**src/rtl/mem_bank_programmer_if.sv**
```systemverilog
// Row-word handshake between the bitstream loader (master) and the bank programmer (slave).
// cfg_par exists only when MEM_BANK_PARITY_EN is defined.
`timescale 1ns/1ps
interface mem_bank_programmer_if #(parameter int BL_WIDTH = 8);
  logic [BL_WIDTH-1:0] cfg_data;
  logic                cfg_valid;
  logic                cfg_ready;
`ifdef MEM_BANK_PARITY_EN
  logic                cfg_par;
  modport master (output cfg_data, cfg_valid, cfg_par, input cfg_ready);
  modport slave  (input cfg_data, cfg_valid, cfg_par, output cfg_ready);
`else
  modport master (output cfg_data, cfg_valid, input cfg_ready);
  modport slave  (input cfg_data, cfg_valid, output cfg_ready);
`endif
endinterface

```
**src/rtl/mem_bank_programmer.sv**
```systemverilog
// Writes WL_WIDTH row words into the memory-bank fabric: drive bl, pulse one wl per row.
// Optional MEM_BANK_PARITY_EN: even-parity check per word, bad rows are not pulsed, sticky err.
`timescale 1ns/1ps
module mem_bank_programmer #(
  parameter int BL_WIDTH = 8,
  parameter int WL_WIDTH = 8,
  parameter int WL_PULSE = 2
) (
  input  logic                prog_clk,
  input  logic                prog_reset_n,
  input  logic                start,
  mem_bank_programmer_if.slave cfg,
  output logic [BL_WIDTH-1:0] bl,
  output logic [WL_WIDTH-1:0] wl,
  output logic                busy,
  output logic                done,
  output logic                err
);
  localparam int RW = $clog2(WL_WIDTH);
  localparam int PW = $clog2(WL_PULSE + 1);

  localparam logic [2:0] S_IDLE  = 3'd0;
  localparam logic [2:0] S_LOAD  = 3'd1;
  localparam logic [2:0] S_SETUP = 3'd2;
  localparam logic [2:0] S_PULSE = 3'd3;
  localparam logic [2:0] S_HOLD  = 3'd4;
  localparam logic [2:0] S_DONE  = 3'd5;

  logic [2:0]    state;
  logic [RW-1:0] row;
  logic [PW-1:0] pcnt;
  logic          skip;
  logic          ready_q;
  logic          xfer;
  logic          par_bad;

  assign cfg.cfg_ready = ready_q;
  assign xfer          = (state == S_LOAD) && ready_q && cfg.cfg_valid;

`ifdef MEM_BANK_PARITY_EN
  assign par_bad = (^cfg.cfg_data) != cfg.cfg_par;

  // err clears only when a new pass is launched
  always_ff @(posedge prog_clk or negedge prog_reset_n) begin
    if (!prog_reset_n)                 err <= 1'b0;
    else if (state == S_IDLE && start) err <= 1'b0;
    else if (xfer && par_bad)          err <= 1'b1;
  end
`else
  assign par_bad = 1'b0;
  assign err     = 1'b0;
`endif

  always_ff @(posedge prog_clk or negedge prog_reset_n) begin
    if (!prog_reset_n) begin
      state   <= S_IDLE;
      row     <= '0;
      pcnt    <= '0;
      skip    <= 1'b0;
      ready_q <= 1'b0;
      bl      <= '0;
      wl      <= '0;
      busy    <= 1'b0;
      done    <= 1'b0;
    end else begin
      case (state)
        S_IDLE: if (start) begin
          state   <= S_LOAD;
          row     <= '0;
          ready_q <= 1'b1;
          busy    <= 1'b1;
        end
        S_LOAD: if (xfer) begin
          bl      <= cfg.cfg_data;
          skip    <= par_bad;
          ready_q <= 1'b0;
          state   <= S_SETUP;
        end
        S_SETUP: begin
          // a word with bad parity keeps its slot in the timeline but never fires
          wl    <= skip ? '0 : (WL_WIDTH'(1) << row);
          pcnt  <= PW'(WL_PULSE - 1);
          state <= S_PULSE;
        end
        S_PULSE: begin
          if (pcnt == '0) begin
            wl    <= '0;
            state <= S_HOLD;
          end else begin
            pcnt <= pcnt - 1'b1;
          end
        end
        S_HOLD: begin
          if (row == RW'(WL_WIDTH - 1)) begin
            state <= S_DONE;
            done  <= 1'b1;
            busy  <= 1'b0;
            bl    <= '0;
          end else begin
            row     <= row + 1'b1;
            ready_q <= 1'b1;
            state   <= S_LOAD;
          end
        end
        S_DONE: if (!start) begin
          state <= S_IDLE;
          done  <= 1'b0;
        end
        default: state <= S_IDLE;
      endcase
    end
  end
endmodule
```
**src/flat_wrapper.sv**
```systemverilog
// flat-port wrapper written by rule: the top's interface ports become plain ports
module mem_bank_programmer_flat 
#(
  parameter int BL_WIDTH = 8,
  parameter int WL_WIDTH = 8,
  parameter int WL_PULSE = 2
)
  (prog_clk, prog_reset_n, start, bl, wl, busy, done, err, cfg_cfg_data, cfg_cfg_valid, cfg_cfg_ready);
  mem_bank_programmer_if #(.BL_WIDTH(BL_WIDTH)) cfg_i ();
  input  logic prog_clk;
  input  logic prog_reset_n;
  input  logic start;
  output logic [BL_WIDTH-1:0] bl;
  output logic [WL_WIDTH-1:0] wl;
  output logic busy;
  output logic done;
  output logic err;
  input wire logic [$bits(cfg_i.cfg_data)-1:0] cfg_cfg_data;
  input wire logic [$bits(cfg_i.cfg_valid)-1:0] cfg_cfg_valid;
  output wire logic [$bits(cfg_i.cfg_ready)-1:0] cfg_cfg_ready;
  assign cfg_i.cfg_data = cfg_cfg_data;
  assign cfg_i.cfg_valid = cfg_cfg_valid;
  assign cfg_cfg_ready = cfg_i.cfg_ready;
  mem_bank_programmer #(.BL_WIDTH(BL_WIDTH), .WL_WIDTH(WL_WIDTH), .WL_PULSE(WL_PULSE)) u_core (.prog_clk(prog_clk), .prog_reset_n(prog_reset_n), .start(start), .cfg(cfg_i), .bl(bl), .wl(wl), .busy(busy), .done(done), .err(err));
endmodule
```
**config.mk**
```make
export PLATFORM = sky130hd
export DESIGN_NAME = mem_bank_programmer_flat
export DESIGN_NICKNAME = d
export VERILOG_FILES = /design/src/rtl/mem_bank_programmer_if.sv /design/src/rtl/mem_bank_programmer.sv /design/src/flat_wrapper.sv
export SDC_FILE = /design/constraint.sdc
export NUM_CORES = 1
export LEC_CHECK = 0
export ABC_AREA = 1
export BUFFER_PORTS_ARGS = -buffer_cell sky130_fd_sc_hd__clkbuf_2
export CAP_MARGIN = 10
export CORE_MARGIN = 2
export CORE_UTILIZATION = 52
export CTS_CLUSTER_SIZE = 40
export DETAILED_ROUTE_END_ITERATION = 10
export PLACE_DENSITY_LB_ADDON = 0.1
export SLEW_MARGIN = 15
export SYNTH_ARGS = -nofsm -noshare
export SYNTH_HDL_FRONTEND = slang
export SYNTH_SLANG_ARGS = --single-unit
```
**constraint.sdc**
```tcl
create_clock -name prog_clk -period 2 [get_ports prog_clk]
set_clock_uncertainty 0.1 [all_clocks]
set_input_delay 0.2 -clock prog_clk [delete_from_list [all_inputs] [get_ports prog_clk]]
set_output_delay 0.2 -clock prog_clk [all_outputs]
set_load 0.02 [all_outputs]
```
### Yosys cells after proc, flatten, opt, wreduce, memory -nomap -nowiden

Cells that the tools add are included.

| storage, ports and cells | value |
|---|---|
| logic and storage cells | 66 |
| bits in registers | 27 |
| output and inout bits | 20 |

| operators by class | value |
|---|---|
| equal/unequal tests | 13 |
| reduce and logical (&&, ||, !) cells | 17 |
| muxes and demuxes | 25 |
| shift operators | 1 |
| add/sub/neg operators | 2 |

Operators by type and width:

| operator | count |
|---|---|
| $pmux 8 s2 | 2 |
| $mux 8 | 3 |
| $mux 3 | 7 |
| $pmux 3 s6 | 1 |
| $reduce_and 3->1 | 4 |
| $eq 3x3->1 const B | 3 |
| $ne 2x2->1 const B | 4 |
| $reduce_and 4->1 | 2 |
| $reduce_bool 2->1 | 4 |
| $shl 1x3->8 const A | 1 |
| $eq 3x2->1 const B | 2 |
| $mux 1 | 6 |
| $ne 2x1->1 const B | 3 |
| $pmux 3 s2 | 1 |
| $pmux 1 s2 | 2 |
| $pmux 2 s2 | 1 |
| $reduce_and 2->1 | 2 |
| $add 3x1->3 const B | 1 |
| $eq 3x1->1 const B | 1 |
| $logic_not 3->1 | 1 |
| $pmux 1 s3 | 1 |
| $reduce_bool 3->1 | 1 |
| $logic_and 1x1->1 | 2 |
| $logic_not 2->1 | 1 |
| 2 further kinds | 2 |

### Logic depth before layout (Yosys ltp)

Gate-level depths: netlist of run 1.

| logic depth | value |
|---|---|
| depth in word-level cells | 5 |
| gate-level depth with buffers | 8 |
| gate-level depth less buffers | 8 |

### Worst setup path after synthesis of run 1

OpenSTA, ideal clock, no wires.

| path | value |
|---|---|
| path kind | reg2reg |
| from | reg u_core.row[0] |
| to | reg u_core.bl[3] |
| clock period less this slack | 1.501 ns |
| library setup time | 0.074 ns |
| slack | 0.499 ns |
| data arrival time | 1.327 ns |
| cell stages (with the launch flop) | 9 |
| data required time | 1.826 ns |
| cells stage by stage | dfrtp_1 ha_1 ha_1 nand3_2 nand2_2 nand2_4 buf_8 nand2_2 o21ai_2 |

| on the way | value |
|---|---|
| word-level cells in the longest chain between the ends | 3 |

Ends and longest elaborated chain:

| item | line | RTL |
|---|---|---|
| from (decl) | mem_bank_programmer.sv:30 | `logic [RW-1:0] row;` |
| from (signal assigned) | mem_bank_programmer.sv:100 | `row <= row + 1'b1;` |
| $eq 3x3->1 | mem_bank_programmer.sv:94 | `if (row == RW'(WL_WIDTH - 1)) begin` |
| $ne 2x1->1 (no source line) | - |  |
| $reduce_and 3->1 (no source line) | - |  |
| to (signal assigned) | mem_bank_programmer.sv:74 | `bl <= cfg.cfg_data;` |
| to (decl) | mem_bank_programmer.sv:13 | `output logic [BL_WIDTH-1:0] bl,` |

Every way passes these cells.
A chain may end at the register's enable or synchronous reset.

### Final worst setup path of run 1

| path | value |
|---|---|
| from | reg u_core.row[0] |
| to | reg u_core.bl[1] |

Same word-level chain as after synthesis.

==> results of run 1 <==
[sequential cells by signal, indices dropped and copies added (netlist names)]
name	count
u_core.wl	8
u_core.cfg.cfg_ready	1
u_core.busy	1
u_core.row	3
u_core.pcnt	2
u_core.state	3
u_core.done	1
u_core.bl	8
[final cells by class]
cell class              count  area, um2
multi-input cells         107        591
flip-flops and latches     27        676
repair buffers             33        180
clock buffers               4       26.3
inverters                  13       48.8
well taps                  30       37.5
fillers                   210        896
[cells by family after synthesis]
logic type / after synthesis / share of synthesized area [%]
compound gates: 22 / 11.0
fa+ha+maj: 7 / 6.52
buf+inv: 16 / 5.68
flops: 27 / 50.3
other cells: 1 / 0.279
simple gates: 77 / 26.2
[stage by stage]
stage                     power (mW)  setup slack, ns  util [%]  std cells  area (um2)
after global placement          1.94            0.462      61.2        207        1500
after detailed placement        1.98            0.388      61.2        207        1500
final                           2.19            0.355      63.5        214        1560
after floorplan                 1.73            0.499         -        150        1340
after CTS                       2.22            0.345      63.5        214        1560
after global routing            2.39            0.225      63.5        214        1560
[cells in the final DEF (no fill, tap or decap)]
cell           instances
nand2_1               52
clkbuf_2              30
dfrtp_1               27
nand3_1               12
inv_1                 11
o21ai_2                9
o21ai_0                7
ha_1                   7
nand2_2                4
nor2_1                 3
o21ai_1                3
clkbuf_4               3
dlygate4sd3_1          3
nor2_4                 2
nand3_2                2
inv_2                  2
a21oi_1                2
nand2_4                1
nand4_1                1
a22o_1                 1
conb_1                 1
clkbuf_1               1
[per-layer routing]
layer	vias up	wire length, um	global-route usage [%]
li1	551	-	-
met5	-	0	0
met4	0	31	6.67
met2	20	1300	32.9
met3	4	94	2.46
met1	502	1070	21.4
[power by group through the flow]
stage,logic (mW),clock network [mW],registers (mW)
floorplan,0.725,0,1.01
global placement,1.05,0,0.888
detailed placement,1.09,0,0.894
CTS,1.10,0.241,0.881
global route,1.23,0.254,0.907
finish,1.08,0.230,0.881
[worst max-delay path, stage by stage, from the launching register on]
cell     delay (ns)
dfrtp_1        0.45
ha_1           0.24
ha_1           0.22
nand3_2        0.13
nand2_2        0.08
nand2_4        0.19
nand2_1        0.10
o21ai_2        0.07
[timing repair]
| item | in CTS | in global routing |
|---|---|---|
| endpoints found under the setup margin | 0 | 0 |
| endpoints found under the hold margin | 29 | 0 |
| hold buffers | 3 | 0 |
[worst max path at each step]
stage / cells after the start / end / from
floorplan: 8 / u_core.bl[3] / u_core.row[0]
detailed placement: 7 / u_core.bl[1] / u_core.row[0]
CTS: 7 / u_core.bl[1] / u_core.row[0]
finish: 7 / u_core.bl[1] / u_core.row[0]
global placement: 7 / u_core.bl[1] / u_core.row[0]
global route: 7 / u_core.bl[1] / u_core.row[0]
==> results.toml, run 1 <==
[clock_tree]
cts_buffer_depth = 2
clkTransAtPathRegs_ns = 0.14
cts_htree_levels = 1
clock-sinks = 27
insertion_delay_ns = 0.32
cts_resized = 0
root_buffer = "clkbuf_4"
cts_tree = "yes"
cts_buffers = 3
cts_setup_buffers = 0

[final_layout]
area_growth_pct = 16.1
final_net_count = 204
drive_gt1_share_pct = 28.8
antenna_cells = 0

[grt]
grt_max_degree = 28
grt_pass1_vias = 969
grt_pass1_wl_um = 3900
antenna_found_initial = 0
overflow = 0
track_usage_pct = 18.1

[route]
dr.pass1.iters = 4
drt_wl_total_um = 2500
vias = 1077
detail_route.wl_per_cell_um = 11.7
drc = 0
drt_iter0_drc = 7
detail-route-antenna-nets = 0
via_per_inst = 5.03

[power]
power_density_mw_per_mm2 = 1400
power_frac_comb_pct = 49.2
ir_drop_v = 0.00103
p_sw_mw = 1.03
p_int_mw = 1.16
p_seq_share_pct = 40.3
p_leak_nw = 0.858
power.share.clock_pct = 10.5
switching_share_pct = 47.0

[yosys]
async_reset_ff_share_pct = 100
synthCells = 150
syn_avg_cell_area_um2 = 8.95
synth_nets = 169
yosys_warnings = 0
syn_area_mm2 = 0.00134
synth_ff_type = "dfrtp_1"
synthTopCellsByArea = "dfrtp_1 50%, nand2_1 15%, ha_1 6.5%"
yosysMostFrequentCell = "nand2_1"
synth_cell_type_count = 21
synth-edff-count = 0
synth_top_cell_by_area = "dfrtp_1"
ys_ff_latch = 27
synth.top_cell.area_share_pct = 50.3
synth_common_cells = "52 x nand2_1, 27 x dfrtp_1, 12 x nand3_1"
synth_seq_area_share_pct = 50.3

[die]
die_h_um = 54.8
die-area_mm2 = 0.00300
rows = 18
die_w_um = 54.8
start_util_pct = 54.7
core_area_mm2 = 0.00245
io_pins = 32

[timing]
holdWs_ns = 0.00819
tightestPinTransition_ns = 0.653
grt_setup_unrepaired = "false"
finalCriticalPeriod_ns = 1.65
min_period_over_period_pct = 82.3
hold_violations = 0
setup_viol = 0
setup-tns-final_ns = 0
clock.fmax_ghz = 0.608
drv_slew = 0
maxSlewHeadroom_pct = 56.5

[worst_setup_path]
path_class = "reg2reg"
worstSetupStartpointType = "flip-flop"
timing.rr.end = "u_core.bl[1]"
cp-end-kind = "flip-flop"
r2r_start = "u_core.row[0]"
path_max_fanout = 16
cp.arrival_ns = 1.80
reg2reg_depth = 7
cp.required_ns = 2.16
reg2reg_slack_ns = 0.35

[worst_hold_path]
whs_endpoint = "u_core.bl[7]"
hold_depth = 3
min_path_type = "in2reg"
min_from = "cfg_cfg_data[7]"

[placement]
dp_hpwl_um = 1960
gp_congestion = 0.812
portBuffers = 30

[run_status]
status = "complete, no violations"

[flow_run]
drv_cap = 0
(Power assumes the default switching activity.)
==> run 2: changes to the inputs <==
--- a/config.mk
+++ b/config.mk
@@ -5,7 +5,7 @@
 export SDC_FILE = /design/constraint.sdc
 export NUM_CORES = 1
 export LEC_CHECK = 0
-export ABC_AREA = 1
+export ABC_AREA = 0
 export BUFFER_PORTS_ARGS = -buffer_cell sky130_fd_sc_hd__clkbuf_2
 export CAP_MARGIN = 10
 export CORE_MARGIN = 2
==> constraint.sdc (replaced) <==
create_clock -name prog_clk -period 1.6 [get_ports prog_clk]
set_clock_uncertainty 0.1 [all_clocks]
set_input_delay 0.16 -clock prog_clk [delete_from_list [all_inputs] [get_ports prog_clk]]
set_output_delay 0.16 -clock prog_clk [all_outputs]
set_load 0.02 [all_outputs]
==> run 2 against run 1 <==
Effect of this change:
- sequential power rose by 31%
- first-iteration DRC count rose to 3.1 times the previous value
- sequential cell count unchanged
- combinational power up 22%
- critical path depth shrank 2
- critical path type unchanged
- critical endpoint is now u_core.row[2]
==> results.toml, run 2 <==
[die]
die-area_mm2 = 0.00310
start_util_pct = 55.6
die_h_um = 55.7
core_area_mm2 = 0.00250
io_pins = 32
rows = 18
die_w_um = 55.7

[worst_setup_path]
timing.rr.end = "u_core.row[2]"
crit_end = "u_core.row[2]"
reg2reg_slack_ns = 0.12
worst-path-buf-inv = 0
cp_slowest_cell = "dfrtp_1"
crit_start = "u_core.row[0]"
cp.arrival_ns = 1.64
critical_path.top_delay_family = "adder cells"
crit_chain = "ha_2 -> ha_4 -> nor4_2 -> a21oi_1 -> o2bb2ai_1"
path_max_fanout = 10
cp.depth = 5
cp_slowest_stage_delay_ns = 0.41
worstSetupStartpointType = "flip-flop"
path_class = "reg2reg"
reg2reg_depth = 5
r2r_start = "u_core.row[0]"
cp-end-kind = "flip-flop"
cp.required_ns = 1.77

[grt]
antenna_found_initial = 0
grt_pass1_vias = 981
overflow = 0
grt_pass1_wl_um = 4550
grt_max_degree = 28
track_usage_pct = 18.5

[placement]
portBuffers = 30
dp.cells = 187
gp_congestion = 0.787
placed_cell_area_mm2 = 0.00157
dpl_worst_slack_ns = -0.163
dp_hpwl_um = 1960

[power]
power_density_mw_per_mm2 = 1600
ir_drop_v = 0.000994
power_mw = 2.76
p_leak_nw = 0.847

[final_layout]
fin_area_mm2 = 0.00173
layout_commonest_cell = "clkbuf_2"
drive_gt1_share_pct = 31.2
area_growth_pct = 24.3
antenna_cells = 0
fin_cells = 200
final_net_count = 190
fill_cells = 196
final_cell_mix = "30 x clkbuf_2, 27 x dfrtp_1, 16 x inv_1, 14 x nand2_1"
top_regs = "u_core.bl: 8 flops, u_core.wl: 8 flops"
final_util_pct = 69.1

[clock_tree]
cts_setup_buffers = 0
root_buffer = "clkbuf_4"
cts_tree = "yes"
insertion_delay_ns = 0.33
clkTransAtPathRegs_ns = 0.16
cts_buffers = 3
clock-sinks = 27
cts_htree_levels = 1
cts_buffer_depth = 2

[timing]
tightestPinTransition_ns = 0.662
drv_slew = 0
holdWs_ns = 0.0368
clock.fmax_ghz = 0.677
setup-tns-final_ns = 0
setup_viol = 0
grt_setup_unrepaired = "false"
finalCriticalPeriod_ns = 1.48
maxSlewHeadroom_pct = 55.9
hold_violations = 0
min_period_over_period_pct = 92.3
setup_ws_ns = 0.124

[yosys]
async_reset_ff_share_pct = 100
synth-edff-count = 0
synth_cell_type_count = 32
syn_avg_cell_area_um2 = 10.9
synth.top_cell.area_share_pct = 48.6
synth_common_cells = "27 x dfrtp_1, 16 x inv_1, 14 x nand2_1"
synthCells = 127
synth_nets = 146
syn_area_mm2 = 0.00139
yosysMostFrequentCell = "dfrtp_1"
ys_ff_latch = 27
synth_top_cell_by_area = "dfrtp_1"
synth_seq_area_share_pct = 48.6
yosys_warnings = 0
synth_ff_type = "dfrtp_1"
synthTopCellsByArea = "dfrtp_1 49%, mux2i_1 6.5%, ha_1 6.3%"

[route]
drt_wl_total_um = 2730
drc = 0
detail-route-antenna-nets = 0
wl_met3_um = 111
highest_layer = "met4"
detail_route.wl_per_cell_um = 13.7
wl_met2_um = 1280
drt_iter0_drc = 22
vias = 1052
drt-met1-wl_um = 1330
dr.pass1.iters = 4
via_per_inst = 5.26

[flow_run]
drv_cap = 0

[worst_hold_path]
min_from = "cfg_cfg_valid"
min_path_type = "in2reg"

[run_status]
status = "complete, no violations"
-- run 2: changes by cell type after synthesis, moves of 3 or more --
cell,before,now
a21oi_1,2,5
a22o_1,1,5
a32o_1,0,3
buf_6,0,4
inv_1,11,16
mux2i_1,0,9
nand2_1,52,14
nand2_2,4,0
nand3_1,12,0
o21ai_1,3,0
o21ai_2,9,1
o2bb2ai_1,0,5
-- run 2: layer usage --
layer / up-vias / track usage, %
met5: - / 0
met4: 0 / 6.62
met3: 2 / 3.26
met2: 29 / 29.6
met1: 493 / 25.0
li1: 528 / -
-- run 2: cell families (layout without fill, tap and decap cells) --
group                    Yosys count  count (layout)  share of synthesized area (%)
flip-flops                        27              27                           48.6
AO/OA/AOI/OAI                     32              32                           17.4
AND/OR/NAND/NOR                   28              28                           12.1
buffers and inverters             23              66                           8.83
adder cells (fa/ha/maj)            7               7                           6.31
other                              1               1                          0.270
multiplexers                       9               9                           6.49
-- run 2: cell type report --
class                           count  area [um2]  area share (%)
Clock inverter                      1        5.00           0.290
Timing Repair Buffer               46         293            17.0
Clock buffer                        3        22.5            1.30
Multi-Input combinational cell     77         633            36.7
Sequential cell                    27         676            39.1
Tap cell                           30        37.5            2.17
Inverter                           16        60.1            3.48
-- run 2: timing repair --
action | in CTS | in global routing
hold endpoints to repair | 35 | 0
gates cloned | 0 | 0
pin swaps | 0 | 1
setup endpoints to repair | 12 | 12
resized for setup | 2 | 5
hold buffers | 9 | 0
-- run 2: worst min path at each step --
stage,endpoint,cells after the start
finish,u_core.cfg.cfg_ready,3
global route,u_core.cfg.cfg_ready,3
CTS,u_core.cfg.cfg_ready,3
detailed placement,u_core.wl[6],1
global placement,u_core.wl[0],1
floorplan,u_core.bl[0],0
-- run 2: power by group --
part | internal [mW] | switching, mW
logic | 0.565 | 0.752
registers | 0.916 | 0.231
clock network | 0.0937 | 0.205
total | 1.58 | 1.19
-- run 2: worst register-to-register path, stage by stage (launching register included) --
cell and delay, ns:
dfrtp_1 0.41, ha_2 0.21, ha_4 0.21, nor4_2 0.27, a21oi_1 0.07, o2bb2ai_1 0.15
==> run 3: changes to the inputs <==
--- a/config.mk
+++ b/config.mk
@@ -8,8 +8,10 @@
 export ABC_AREA = 0
 export BUFFER_PORTS_ARGS = -buffer_cell sky130_fd_sc_hd__clkbuf_2
 export CAP_MARGIN = 10
+export CELL_PAD_IN_SITES_DETAIL_PLACEMENT = 1
+export CELL_PAD_IN_SITES_GLOBAL_PLACEMENT = 2
 export CORE_MARGIN = 2
-export CORE_UTILIZATION = 52
+export CORE_UTILIZATION = 33
 export CTS_CLUSTER_SIZE = 40
 export DETAILED_ROUTE_END_ITERATION = 10
 export PLACE_DENSITY_LB_ADDON = 0.1
==> run 3 against run 2 <==
Effect of this change:
- critical path depth down 2
- core utilization down 27 points
- final area down 1.5%
- largest power group unchanged
- largest cell class unchanged
- register-to-register slack worse by 0.03 ns
- non-clock buffer count down 6
- hold slack worse by 0.037 ns
- combinational power about the same
- worst setup slack worse by 0.029 ns
- sequential power about the same
- die area up 53%
==> results.toml, run 3 (synthesized netlist as in run 2, its figures left out) <==
[clock_tree]
clkTransAtPathRegs_ns = 0.10
cts_htree_levels = 1
insertion_delay_ns = 0.27
root_buffer = "clkbuf_8"
cts_tree = "yes"
clock-sinks = 27
cts_setup_buffers = 0
cts_buffer_depth = 2
cts_buffers = 3

[power]
ir_drop_v = 0.000601
power_mw = 2.84
power_density_mw_per_mm2 = 1670
p_leak_nw = 0.830

[placement]
dpl_worst_slack_ns = 0.0147
portBuffers = 30
dp_hpwl_um = 2290
gp_congestion = 0.686

[route]
drc = 0
drt_wl_total_um = 3000
detail-route-antenna-nets = 0
vias = 1046
dr.pass1.iters = 4
wl_met3_um = 142
via_per_inst = 4.89
drt_iter0_drc = 39
wl_met2_um = 1370
detail_route.wl_per_cell_um = 14.0
drt-met1-wl_um = 1470
highest_layer = "met4"

[run_status]
status = "complete, no violations"

[worst_setup_path]
path_max_fanout = 11
timing.rr.end = "u_core.state[0]"
cp.depth = 3
reg2reg_slack_ns = 0.09
crit_end = "u_core.state[0]"
cp_slowest_cell = "or4_4"
r2r_start = "u_core.state[0]"
path_class = "reg2reg"
cp_slowest_stage_delay_ns = 0.59
reg2reg_depth = 3
worstSetupStartpointType = "flip-flop"
cp-end-kind = "flip-flop"
crit_start = "u_core.state[0]"
cp.required_ns = 1.64
critical_path.top_delay_family = "simple AND/OR/NAND/NOR gates"
worst-path-buf-inv = 0
crit_chain = "or4_4 -> o21ai_2 -> a211oi_1"
cp.arrival_ns = 1.54

[timing]
setup_viol = 0
clock.fmax_ghz = 0.664
setup-tns-final_ns = 0
drv_slew = 0
maxSlewHeadroom_pct = 55.1
min_period_over_period_pct = 94.1
hold_violations = 0
setup_ws_ns = 0.0944
tightestPinTransition_ns = 0.674
finalCriticalPeriod_ns = 1.51

[final_layout]
final_net_count = 184
final_cell_mix = "30 x clkbuf_2, 27 x dfrtp_1, 16 x inv_1, 14 x nand2_1, 9 x mux2i_1"
final_util_pct = 42.2
layout_commonest_cell = "clkbuf_2"
drive_gt1_share_pct = 31.1
top_regs = "u_core.bl: 8 flops, u_core.wl: 8 flops"
area_growth_pct = 22.4
antenna_cells = 0

[die]
rows = 23
die_w_um = 68.9
io_pins = 32
core_area_mm2 = 0.00403
start_util_pct = 34.5
die_h_um = 68.9
die-area_mm2 = 0.00474

[grt]
grt_max_degree = 28
antenna_found_initial = 0
overflow = 0
grt_pass1_wl_um = 4960
track_usage_pct = 14.0
grt_pass1_vias = 1081

[worst_hold_path]
min_from = "cfg_cfg_data[7]"
min_path_type = "in2reg"

[flow_run]
drv_cap = 0
==> run 3: changes by cell type in the layout (fill, tap and decap cells not counted) <==
cell           before  now
clkinv_2            1    0
nand4bb_4           1    0
clkbuf_1            0    1
ha_2                1    0
nand4bb_1           1    2
buf_12              0    1
clkbuf_8            0    3
ha_1                5    6
clkbuf_4            3    0
dlygate4sd3_1       9    2
==> run 3: worst min path at each step <==
stage               cells past startpoint            to  slack (ns)
floorplan                               0  u_core.bl[0]       -0.24
global placement                        1  u_core.wl[1]        0.13
detailed placement                      1  u_core.wl[1]        0.14
CTS                                     3  u_core.bl[3]      0.0008
global route                            3  u_core.bl[7]      0.0002
finish                                  3  u_core.bl[7]     0.00009
==> run 3: cell type report <==
class                   instances  area [um2]
well taps                      50        62.6
fillers                       474        2330
flip-flops and latches         27         676
multi-input cells              77         614
inverters                      16        60.1
clock buffers                   4        45.0
repair buffers                 40         243
==> run 3: what timing repair did <==
| action | CTS | global route |
|---|---|---|
| resized for setup | 1 | 3 |
| hold endpoints to repair | 27 | 1 |
| hold buffers | 1 | 1 |
| setup endpoints to repair | 1 | 14 |
==> run 3: routing by layer <==
metal  track usage, %  up-vias
met3             2.11        2
met2             24.0       23
met5                0        -
met4             4.41        0
li1                 -      512
met1             18.0      509
==> run 3: tightest hold or removal path, cell delays in order <==
cell	delay [ns]
clkbuf_2	0.08
inv_1	0.04
mux2i_1	0.06
==> run 3: stage by stage <==
| step | cell area (um2) | hold slack, ns | instances |
|---|---|---|---|
| 2_1_floorplan | 1390 | -0.236 | 127 |
| 4_1_cts | 1670 | 0.000815 | 213 |
| 6_report | 1700 | 0.0000870 | 214 |
| 5_1_grt | 1700 | 0.000175 | 214 |
| 3_3_place_gp | 1610 | 0.135 | 208 |
| 3_5_place_dp | 1610 | 0.143 | 208 |
==> run 3: power breakdown <==
part | switching (mW) | internal (mW) | total [mW]
sequential | 0.239 | 0.917 | 1.16
clock | 0.217 | 0.178 | 0.396
combinational | 0.752 | 0.540 | 1.29
